==> src/rtl/game_sequencer_pkg.sv <==
// Shared types and constants for the flappy game-flow sequencer.
// State encoding and BCD digit width used by the sequencer and score counter.
package game_sequencer_pkg;

  typedef enum logic [2:0] {
    IDLE       = 3'd0,
    WAIT_FRAME = 3'd1,
    PHYS       = 3'd2,
    SCROLL     = 3'd3,
    CHECK      = 3'd4,
    LOSE       = 3'd5
  } state_t;

  localparam int BCD_W = 4;

endpackage

==> src/rtl/bcd_score_counter.sv <==
// Two-digit BCD score counter that saturates at 99.
// Synchronous clear and increment; asynchronous active-high reset.
module bcd_score_counter
  import game_sequencer_pkg::*;
(
  input  logic       clk,
  input  logic       rst,
  input  logic       clr,
  input  logic       inc,
  output logic [7:0] score_bcd
);

  logic [BCD_W-1:0] ones_q, ones_d;
  logic [BCD_W-1:0] tens_q, tens_d;

  function automatic logic [2*BCD_W-1:0] bcd_sat_inc(input logic [2*BCD_W-1:0] v);
    logic [BCD_W-1:0] t;
    logic [BCD_W-1:0] o;
    t = v[2*BCD_W-1:BCD_W];
    o = v[BCD_W-1:0];
    if (t == BCD_W'(9) && o == BCD_W'(9)) begin
      return v;
    end else if (o == BCD_W'(9)) begin
      return {t + BCD_W'(1), BCD_W'(0)};
    end else begin
      return {t, o + BCD_W'(1)};
    end
  endfunction

  always_comb begin
    ones_d = ones_q;
    tens_d = tens_q;
    if (clr) begin
      ones_d = '0;
      tens_d = '0;
    end else if (inc) begin
      {tens_d, ones_d} = bcd_sat_inc({tens_q, ones_q});
    end
  end

  always_ff @(posedge clk or posedge rst) begin
    if (rst) begin
      ones_q <= '0;
      tens_q <= '0;
    end else begin
      ones_q <= ones_d;
      tens_q <= tens_d;
    end
  end

  assign score_bcd = {tens_q, ones_q};

endmodule

==> src/rtl/game_sequencer.sv <==
// Game-flow controller: divides frame ticks into steps of physics, scroll and
// collision check, tracks Initial/Run/Lose state, flap requests and the score.
module game_sequencer
  import game_sequencer_pkg::*;
#(
  parameter int FRAME_DIV     = 2,
  parameter int CHECK_TIMEOUT = 15
) (
  input  logic       Clk,
  input  logic       reset,
  input  logic       start,
  input  logic       ack,
  input  logic       frame_tick,
  input  logic       flap_pulse,
  input  logic       phys_done,
  input  logic       check_done,
  input  logic       collide,
  input  logic       pipe_passed,
  output logic       phys_en,
  output logic       flap_req,
  output logic       scroll_en,
  output logic       check_req,
  output logic       q_initial,
  output logic       q_run,
  output logic       q_lose,
  output logic [7:0] score_bcd,
  output logic       overrun,
  output logic       fault
);

  localparam logic [3:0] FDIV_LAST = 4'(FRAME_DIV - 1);
  localparam logic [7:0] TMO_LAST  = 8'(CHECK_TIMEOUT - 1);

  state_t     state_q, state_d;
  logic [3:0] frame_cnt_q, frame_cnt_d;
  logic [7:0] tmo_cnt_q, tmo_cnt_d;
  logic       pend_q, pend_d;
  logic       phys_en_q, phys_en_d;
  logic       flap_req_q, flap_req_d;
  logic       scroll_en_q, scroll_en_d;
  logic       check_req_q, check_req_d;
  logic       overrun_q, overrun_d;
  logic       fault_q, fault_d;
  logic       q_initial_q, q_initial_d;
  logic       q_run_q, q_run_d;
  logic       q_lose_q, q_lose_d;
  logic       score_clr, score_inc;
  logic       in_run, in_step;

  always_comb begin
    state_d     = state_q;
    frame_cnt_d = frame_cnt_q;
    tmo_cnt_d   = tmo_cnt_q;
    pend_d      = pend_q;
    phys_en_d   = 1'b0;
    flap_req_d  = 1'b0;
    scroll_en_d = 1'b0;
    check_req_d = check_req_q;
    fault_d     = fault_q;
    score_clr   = 1'b0;
    score_inc   = 1'b0;

    in_step   = (state_q == PHYS) || (state_q == SCROLL) || (state_q == CHECK);
    in_run    = in_step || (state_q == WAIT_FRAME);
    overrun_d = frame_tick && in_step;

    if (in_run && flap_pulse) begin
      pend_d = 1'b1;
    end

    case (state_q)
      IDLE: begin
        if (start) begin
          score_clr   = 1'b1;
          fault_d     = 1'b0;
          frame_cnt_d = '0;
          pend_d      = 1'b0;
          state_d     = WAIT_FRAME;
        end
      end
      WAIT_FRAME: begin
        if (frame_tick) begin
          if (frame_cnt_q == FDIV_LAST) begin
            frame_cnt_d = '0;
            phys_en_d   = 1'b1;
            flap_req_d  = pend_q | flap_pulse;
            pend_d      = 1'b0;
            state_d     = PHYS;
          end else begin
            frame_cnt_d = frame_cnt_q + 4'd1;
          end
        end
      end
      PHYS: begin
        if (phys_done) begin
          scroll_en_d = 1'b1;
          state_d     = SCROLL;
        end
      end
      SCROLL: begin
        check_req_d = 1'b1;
        tmo_cnt_d   = '0;
        state_d     = CHECK;
      end
      CHECK: begin
        if (check_done) begin
          check_req_d = 1'b0;
          if (collide) begin
            state_d = LOSE;
          end else begin
            score_inc = pipe_passed;
            state_d   = WAIT_FRAME;
          end
        end else if (tmo_cnt_q == TMO_LAST) begin
          check_req_d = 1'b0;
          fault_d     = 1'b1;
          state_d     = LOSE;
        end else begin
          tmo_cnt_d = tmo_cnt_q + 8'd1;
        end
      end
      LOSE: begin
        if (ack) begin
          state_d = IDLE;
        end
      end
      default: begin
        check_req_d = 1'b0;
        state_d     = IDLE;
      end
    endcase

    q_initial_d = (state_d == IDLE);
    q_lose_d    = (state_d == LOSE);
    q_run_d     = !q_initial_d && !q_lose_d;
  end

  always_ff @(posedge Clk or posedge reset) begin
    if (reset) begin
      state_q     <= IDLE;
      frame_cnt_q <= '0;
      tmo_cnt_q   <= '0;
      pend_q      <= 1'b0;
      phys_en_q   <= 1'b0;
      flap_req_q  <= 1'b0;
      scroll_en_q <= 1'b0;
      check_req_q <= 1'b0;
      overrun_q   <= 1'b0;
      fault_q     <= 1'b0;
      q_initial_q <= 1'b1;
      q_run_q     <= 1'b0;
      q_lose_q    <= 1'b0;
    end else begin
      state_q     <= state_d;
      frame_cnt_q <= frame_cnt_d;
      tmo_cnt_q   <= tmo_cnt_d;
      pend_q      <= pend_d;
      phys_en_q   <= phys_en_d;
      flap_req_q  <= flap_req_d;
      scroll_en_q <= scroll_en_d;
      check_req_q <= check_req_d;
      overrun_q   <= overrun_d;
      fault_q     <= fault_d;
      q_initial_q <= q_initial_d;
      q_run_q     <= q_run_d;
      q_lose_q    <= q_lose_d;
    end
  end

  bcd_score_counter u_score (
    .clk       (Clk),
    .rst       (reset),
    .clr       (score_clr),
    .inc       (score_inc),
    .score_bcd (score_bcd)
  );

  assign phys_en   = phys_en_q;
  assign flap_req  = flap_req_q;
  assign scroll_en = scroll_en_q;
  assign check_req = check_req_q;
  assign overrun   = overrun_q;
  assign fault     = fault_q;
  assign q_initial = q_initial_q;
  assign q_run     = q_run_q;
  assign q_lose    = q_lose_q;

endmodule

==> config.mk <==
export PLATFORM = sky130hd
export DESIGN_NAME = game_sequencer
export DESIGN_NICKNAME = d
export VERILOG_FILES = /design/src/rtl/game_sequencer_pkg.sv /design/src/rtl/bcd_score_counter.sv /design/src/rtl/game_sequencer.sv
export SDC_FILE = /design/constraint.sdc
export NUM_CORES = 1
export LEC_CHECK = 0
export ABC_AREA = 0
export CORE_ASPECT_RATIO = 1.25
export CORE_MARGIN = 4
export CORE_UTILIZATION = 58
export DETAILED_ROUTE_END_ITERATION = 8
export PLACE_DENSITY_LB_ADDON = 0.12
export RECOVER_POWER = 25
export SETUP_SLACK_MARGIN = 0.02
export SYNTH_ARGS = -nofsm -noshare
export SYNTH_HDL_FRONTEND = slang
export SYNTH_HIERARCHICAL = 1
export SYNTH_SLANG_ARGS = --single-unit
==> constraint.sdc <==
create_clock -name Clk -period 3.2 [get_ports Clk]
set_clock_uncertainty 0.2 [all_clocks]
set_input_delay 0.64 -clock Clk [delete_from_list [all_inputs] [get_ports Clk]]
set_output_delay 0.64 -clock Clk [all_outputs]
set_load 0.01 [all_outputs]
==> run metrics, run 1 <==
status=finished, final reports clean; arrival time of data at the critical path endpoint=2.56 ns; maximum vdd ir drop=just under 0.0005 V; type of element launching the critical path=flip-flop; Final Hold Fails=0; kind of end point of the critical path=flip-flop; cell with the largest stage delay on the worst path=sky130_fd_sc_hd__dfrtp_1; post_cts resized=0; antenna violations before repair=0; peak fanout along the critical path=16; most common library cells after synthesis=32 x sky130_fd_sc_hd__dfrtp_1, 15 x sky130_fd_sc_hd__a21oi_1, 13 x sky130_fd_sc_hd__inv_1, 13 x sky130_fd_sc_hd__nand2_1, 12 x sky130_fd_sc_hd__nor2_1; number of distinct standard cells referenced by the synthesized netlist=51; slew at the pin with the worst max-slew slack=between 1 and 1.5 ns; largest area contributor in the synthesized netlist=sky130_fd_sc_hd__dfrtp_1; count of port buffers added during placement=26; clock-pin transition on the worst setup and hold timing paths=approximately 0.1 ns; Finish-stage setup viols=0; count of pins on the block boundary=27; Critical Path RT=about 3.3 ns; type of the most critical hold path=flip-flop to flip-flop; share of synthesized registers carrying an async set or reset=100%; number of antenna repair diodes=0; Total Neg Setup Slack=0 ns; Avg Synthesized Cell Area=between 9 and 10 sq um; warnings from Yosys=6; average via count per standard cell=between 5 and 6; flop and latch count out of synthesis=33; start-to-end type of the worst setup path=flip-flop to flip-flop; Initial DRT Pass Iterations=4; Pwr per Cell Area=724 nW/um^2; # nets final=~240; clock network latency to the later pin of the worst-skew pair=roughly 0.33 ns; total wirelength of the detailed-routed design=between 3000 and 4000 microns; largest stage delay on the critical path=between 0.6 and 0.7 ns; depth of the CTS H-tree=2; TritonCTS clock tree=built; Initial DRC Count=84; Mapped Area=1900 sq um; remaining antenna violation count after routing=0; clock tree root driver cell=sky130_fd_sc_hd__clkbuf_4; initial cell density of the core=between 60% and 70%; Core Box Area=3030 sq um; Core Rows=22; most frequently used flop master after synthesis=sky130_fd_sc_hd__dfrtp_1; count of mapped cells out of synthesis=~190; upper clock frequency limit=399 MHz; final routed wire length divided by cell count=around 15 microns; combined global-route utilization of all metal layers=20.5%; CTS buffer count=5; dominant cells by area after synthesis=sky130_fd_sc_hd__dfrtp_1 42%, sky130_fd_sc_hd__ha_1 5.3%, sky130_fd_sc_hd__a21oi_1 4.0%, sky130_fd_sc_hd__mux2i_1 2.6%, sky130_fd_sc_hd__nand3_1 2.6%; die extent in y=72.0 microns; global-route wire length before repair=approximately 6800 microns; die area=~4300 sq um; RD Place Congestion=0.835; Die Width=between 50 and 60 microns; most frequently used cell type in the post-synthesis netlist=sky130_fd_sc_hd__dfrtp_1; EDFF count, synth=0; crit-path leading delay family=simple AND/OR/NAND/NOR gates; DP HPWL=2910 microns; P_leak=about 0.95 nW; buffer and inverter count on the worst path=0; Max transition margin=between 10% and 20%; part of the Yosys area used for sequential elements=between 40% and 50%; synthesized netlist net count=209; Slew Viols, Final=0; pin count of the biggest net entering global routing=26; Hold Buf Count CTS=0; shortest clock period the worst path allows after layout=about 2.5 ns; critical path cell sequence=nor3b_2 -> and4b_1 -> nand4b_1 -> or3_1 -> a21oi_1; setup fix buffers added after clock tree synthesis=0; Layout Area Growth over Synthesis=19.2%; maximum capacitance violations=0; final routed DRC violation total=0; total congestion overflow=0; number of clock sinks=33; overall power consumption=roughly 1.6 mW; number of global-route vias before repair=roughly 1500; share of the cycle needed by the critical path after routing=between 70% and 80%; via count=1533; maximum buffer depth of the clock tree=2; setup repair after global routing missed its margin=no; final hold slack=just over 0.3 ns; proportion of layout cells with a drive suffix above 1=9.95%; fraction of post-synthesis cell area in the top cell type by area=42.2%
==> state kept, by name, summed over array words and instances (netlist names), 3 cells and up <==
register        flops
u_score/ones_q      4
frame_cnt_q         4
tmo_cnt_q           8
u_score/tens_q      4
state_q             3
==> layout by cell type (no fill, tap or decap), types with 2 or more instances in the layout <==
cell                               n
sky130_fd_sc_hd__nand3b_1          2
sky130_fd_sc_hd__clkdlybuf4s50_1  25
sky130_fd_sc_hd__or3b_1            3
sky130_fd_sc_hd__o21ai_1           3
sky130_fd_sc_hd__inv_1            13
sky130_fd_sc_hd__nor2_1           12
sky130_fd_sc_hd__nand4b_1          4
sky130_fd_sc_hd__nand3_1          10
sky130_fd_sc_hd__nand2b_1          4
sky130_fd_sc_hd__or3b_4            2
sky130_fd_sc_hd__nand2_1          13
sky130_fd_sc_hd__or3_1             3
sky130_fd_sc_hd__o21bai_2          2
sky130_fd_sc_hd__o21a_1            5
sky130_fd_sc_hd__and4b_1           2
sky130_fd_sc_hd__a21oi_1          15
sky130_fd_sc_hd__ha_1              8
sky130_fd_sc_hd__a211oi_1          4
sky130_fd_sc_hd__mux2i_1           5
sky130_fd_sc_hd__clkbuf_1          2
sky130_fd_sc_hd__o21ai_0           9
sky130_fd_sc_hd__nor2b_1           2
sky130_fd_sc_hd__dfrtp_1          32
sky130_fd_sc_hd__clkbuf_4          5
sky130_fd_sc_hd__and2_1            4
sky130_fd_sc_hd__nand4_1           2
sky130_fd_sc_hd__nor3_1            3
==> power by group <==
group	total, mW	internal, mW	switching, mW	leakage, nW
registers	0.694	0.529	0.165	0.438
clock network	0.327	0.187	0.141	0.0455
logic	0.619	0.313	0.306	0.464
==> layer usage <==
| metal | vias to the layer above | share of wire, % | global-route usage [%] | wire, microns |
|---|---|---|---|---|
| met4 | 0 | 1.1 | 7.81 | 43 |
| met2 | 35 | 52 | 34.9 | 2050 |
| met3 | 6 | 4.4 | 5.52 | 173 |
| met5 | - | 0 | 0 | 0 |
| li1 | 749 | - | - | - |
| met1 | 743 | 43 | 24.2 | 1690 |
==> worst paths after layout <==
kind                                endpoint       start  depth (start not counted)  slack [ns]
setup / recovery           u_score/tens_q[3]  state_q[2]                          5        0.70
hold reg to reg                     flap_req      pend_q                          1        0.30
max in group asynchronous       tmo_cnt_q[3]       reset                          3        1.02
setup reg to reg           u_score/tens_q[3]  state_q[2]                          5        0.70
hold / removal                      flap_req      pend_q                          1        0.30
min in group asynchronous  u_score/tens_q[0]       reset                          2        0.52
==> area by class of cell <==
class / instances / area, sq um
Multi-Input combinational cell: 140 / 995
Sequential cell: 33 / 827
Fill cell: 236 / 763
Timing Repair Buffer: 27 / 264
Clock buffer: 7 / 55.1
Inverter: 13 / 48.8
Tap cell: 36 / 45.0
Clock inverter: 1 / 30.0
==> stage by stage <==
step,setup slack [ns],cell area (sq um),utilization (%),instances
floorplan,1.19,1900,-,191
finish,0.696,2260,74.8,257
detailed placement,0.602,2180,72.1,249
global placement,0.667,2180,72.1,249
global route,0.507,2260,74.8,257
CTS,0.680,2270,74.9,257
==> logic make-up (layout without fill, tap and decap cells) <==
group	after synthesis	in the layout	synth area share, %
AO/OA/AOI/OAI	48	48	17.1
XOR/XNOR	1	1	0.461
adder cells (fa/ha/maj)	8	8	5.27
buffers and inverters	18	48	4.08
flip-flops	33	33	43.5
multiplexers	6	6	3.23
AND/OR/NAND/NOR	77	77	26.3
Power figures use the tool's default switching activity.
==> run 2: changes to the inputs <==
--- a/config.mk
+++ b/config.mk
@@ -8,7 +8,7 @@
 export ABC_AREA = 0
 export CORE_ASPECT_RATIO = 1.25
 export CORE_MARGIN = 4
-export CORE_UTILIZATION = 58
+export CORE_UTILIZATION = 49
 export DETAILED_ROUTE_END_ITERATION = 8
 export PLACE_DENSITY_LB_ADDON = 0.12
 export RECOVER_POWER = 25
==> constraint.sdc (replaced) <==
create_clock -name Clk -period 2.1 [get_ports Clk]
set_clock_uncertainty 0.2 [all_clocks]
set_input_delay 0.42 -clock Clk [delete_from_list [all_inputs] [get_ports Clk]]
set_output_delay 0.42 -clock Clk [all_outputs]
set_load 0.01 [all_outputs]
==> run metrics, run 2 (synthesized netlist as in run 1, its figures left out) <==
proportion of layout cells with a drive suffix above 1=14.7% (+4.7 points); share of the cycle needed by the critical path after routing=93.5% (+15 points); peak fanout along the critical path=5 (-11); placed cells=263 (+5.6%); maximum vdd ir drop=0.000707 V (+46%); depth of the CTS H-tree=2 (unchanged); clock tree root driver cell=sky130_fd_sc_hd__clkbuf_8; combined global-route utilization of all metal layers=19.1% (-1.4 points); clock network latency to the later pin of the worst-skew pair=0.28 ns (-0.05 ns); Cell Area, Placed=2260 sq um (+3.7%); crit-path leading delay family=simple AND/OR/NAND/NOR gates; largest stage delay on the critical path=0.41 ns (-0.23 ns); slew at the pin with the worst max-slew slack=0.626 ns (-0.690 ns); arrival time of data at the critical path endpoint=1.95 ns (-0.61 ns); # nets final=249 (+4.6%); Pwr per Cell Area=1100 nW/um^2 (+52%); initial cell density of the core=50.6% (-12 points); most frequent standard cell in the layout excluding fill and tap cells=sky130_fd_sc_hd__dfrtp_1; critical path cell sequence=inv_1 -> ha_1 -> nor3b_4 -> nor2_4 -> a2111oi_4 -> mux2i_1; average via count per standard cell=5.82 (-2.4%); final cell utilization of the core=63.1% (-12 points); Initial DRC Count=79 (-6.0%); type of the most critical hold path=flip-flop to flip-flop; die extent in y=77.6 microns (+7.8%); final routed wire length divided by cell count=15.8 microns (+2.9%); pin count of the biggest net entering global routing=26 (unchanged); Max transition margin=58.3% (+46 points); final standard cell area without fillers=2370 sq um (+4.5%); type of element launching the critical path=flip-flop; Critical Path RT=2.09 ns (-1.17 ns); Slew Viols, Final=0 (unchanged); cell with the largest stage delay on the worst path=sky130_fd_sc_hd__dfrtp_1; final hold slack=0.287 ns (-0.0159 ns); antenna violations before repair=0 (unchanged); TritonCTS clock tree=built; maximum capacitance violations=0 (unchanged); non-filler instance count after layout=272 (+5.8%); kind of end point of the critical path=flip-flop; DP HPWL=3200 microns (+9.9%); count of pins on the block boundary=27 (unchanged); worst slack at placement=-0.171 ns (-0.772 ns); count of port buffers added during placement=26 (unchanged); Finish-stage setup viols=0 (unchanged); Layout Area Growth over Synthesis=24.6%; number of global-route vias before repair=1624 (+7.2%); register containing the most flip-flops in the final layout=tmo_cnt_q; overall power consumption=2.60 mW (+59%); RD Place Congestion=0.877 (+5.1%); die area=4940 sq um (+16%); Die Width=63.7 microns (+7.6%); Initial DRT Pass Iterations=4 (unchanged); global-route wire length before repair=7550 microns (+11%); Total Neg Setup Slack=0 ns (unchanged); via count=1584 (+3.3%); CTS buffer count=5 (unchanged); P_leak=1.00 nW (+5.6%); total congestion overflow=0 (unchanged); number of antenna repair diodes=0 (unchanged); Final Hold Fails=0 (unchanged); setup repair after global routing missed its margin=yes; buffer and inverter count on the worst path=1 (+1); remaining antenna violation count after routing=0 (unchanged); start-to-end type of the worst setup path=flip-flop to flip-flop; Core Box Area=3750 sq um (+24%); max FFs per register=8 (unchanged); total wirelength of the detailed-routed design=4300 microns (+8.9%); most used cells in the layout excluding fill and tap cells=31 x sky130_fd_sc_hd__dfrtp_1, 25 x sky130_fd_sc_hd__clkdlybuf4s50_1, 15 x sky130_fd_sc_hd__a21oi_1, 13 x sky130_fd_sc_hd__nand2_1, 13 x sky130_fd_sc_hd__inv_1; shortest clock period the worst path allows after layout=1.96 ns (-0.540 ns); upper clock frequency limit=509 MHz (+27%); final routed DRC violation total=0 (unchanged); maximum buffer depth of the clock tree=2 (unchanged); number of clock sinks=33 (unchanged); clock-pin transition on the worst setup and hold timing paths=0.06 ns (-0.04 ns); Core Rows=25 (+14%); setup slack after layout=0.136 ns (-0.560 ns); status=finished, final reports clean
## run 2: cell types whose count changed in the layout (fill, tap and decap cells not counted), sizes merged
cell and change:
bufinv -1, clkbuf +1, buf +11
## run 2: timing repair
| action | CTS | global route |
|---|---|---|
| resized for setup | 0 | 4 |
| endpoints found under the setup margin | 1 | 2 |
| cloned | 0 | 0 |
| hold buffers | 0 | 0 |
| buffers inserted | 0 | 1 |
| pin swaps | 1 | 2 |
## run 2: cell type report
type,count,area (sq um)
fillers,330,1390
inverters,13,48.8
well taps,40,50.0
repair buffers,38,348
flip-flops and latches,33,828
multi-input cells,140,1010
clock buffers,8,80.1
## run 2: path summary, 6_finish.rpt
path	from	endpoint	slack, ns	depth (start not counted)
max reg2reg	frame_cnt_q[1]	q_run	0.14	6
max	frame_cnt_q[1]	q_run	0.14	6
min reg2reg	pend_q	flap_req	0.29	1
min	pend_q	flap_req	0.29	1
min in group asynchronous	reset	u_score/tens_q[1]	0.35	2
max in group asynchronous	reset	tmo_cnt_q[0]	0.69	3
## run 2: power breakdown
group / switching, mW / internal, mW
Clock: 0.214 / 0.235
Combinational: 0.619 / 0.563
Sequential: 0.157 / 0.813
Total: 0.990 / 1.61
## run 2: routing by layer
metal  vias to the layer above  GRT usage, %  wire, microns
li1                        769             -              -
met1                       770          22.7           1760
met2                        39          34.1           2330
met3                         6          3.33            153
met4                         0          7.13             56
met5                         -             0              0
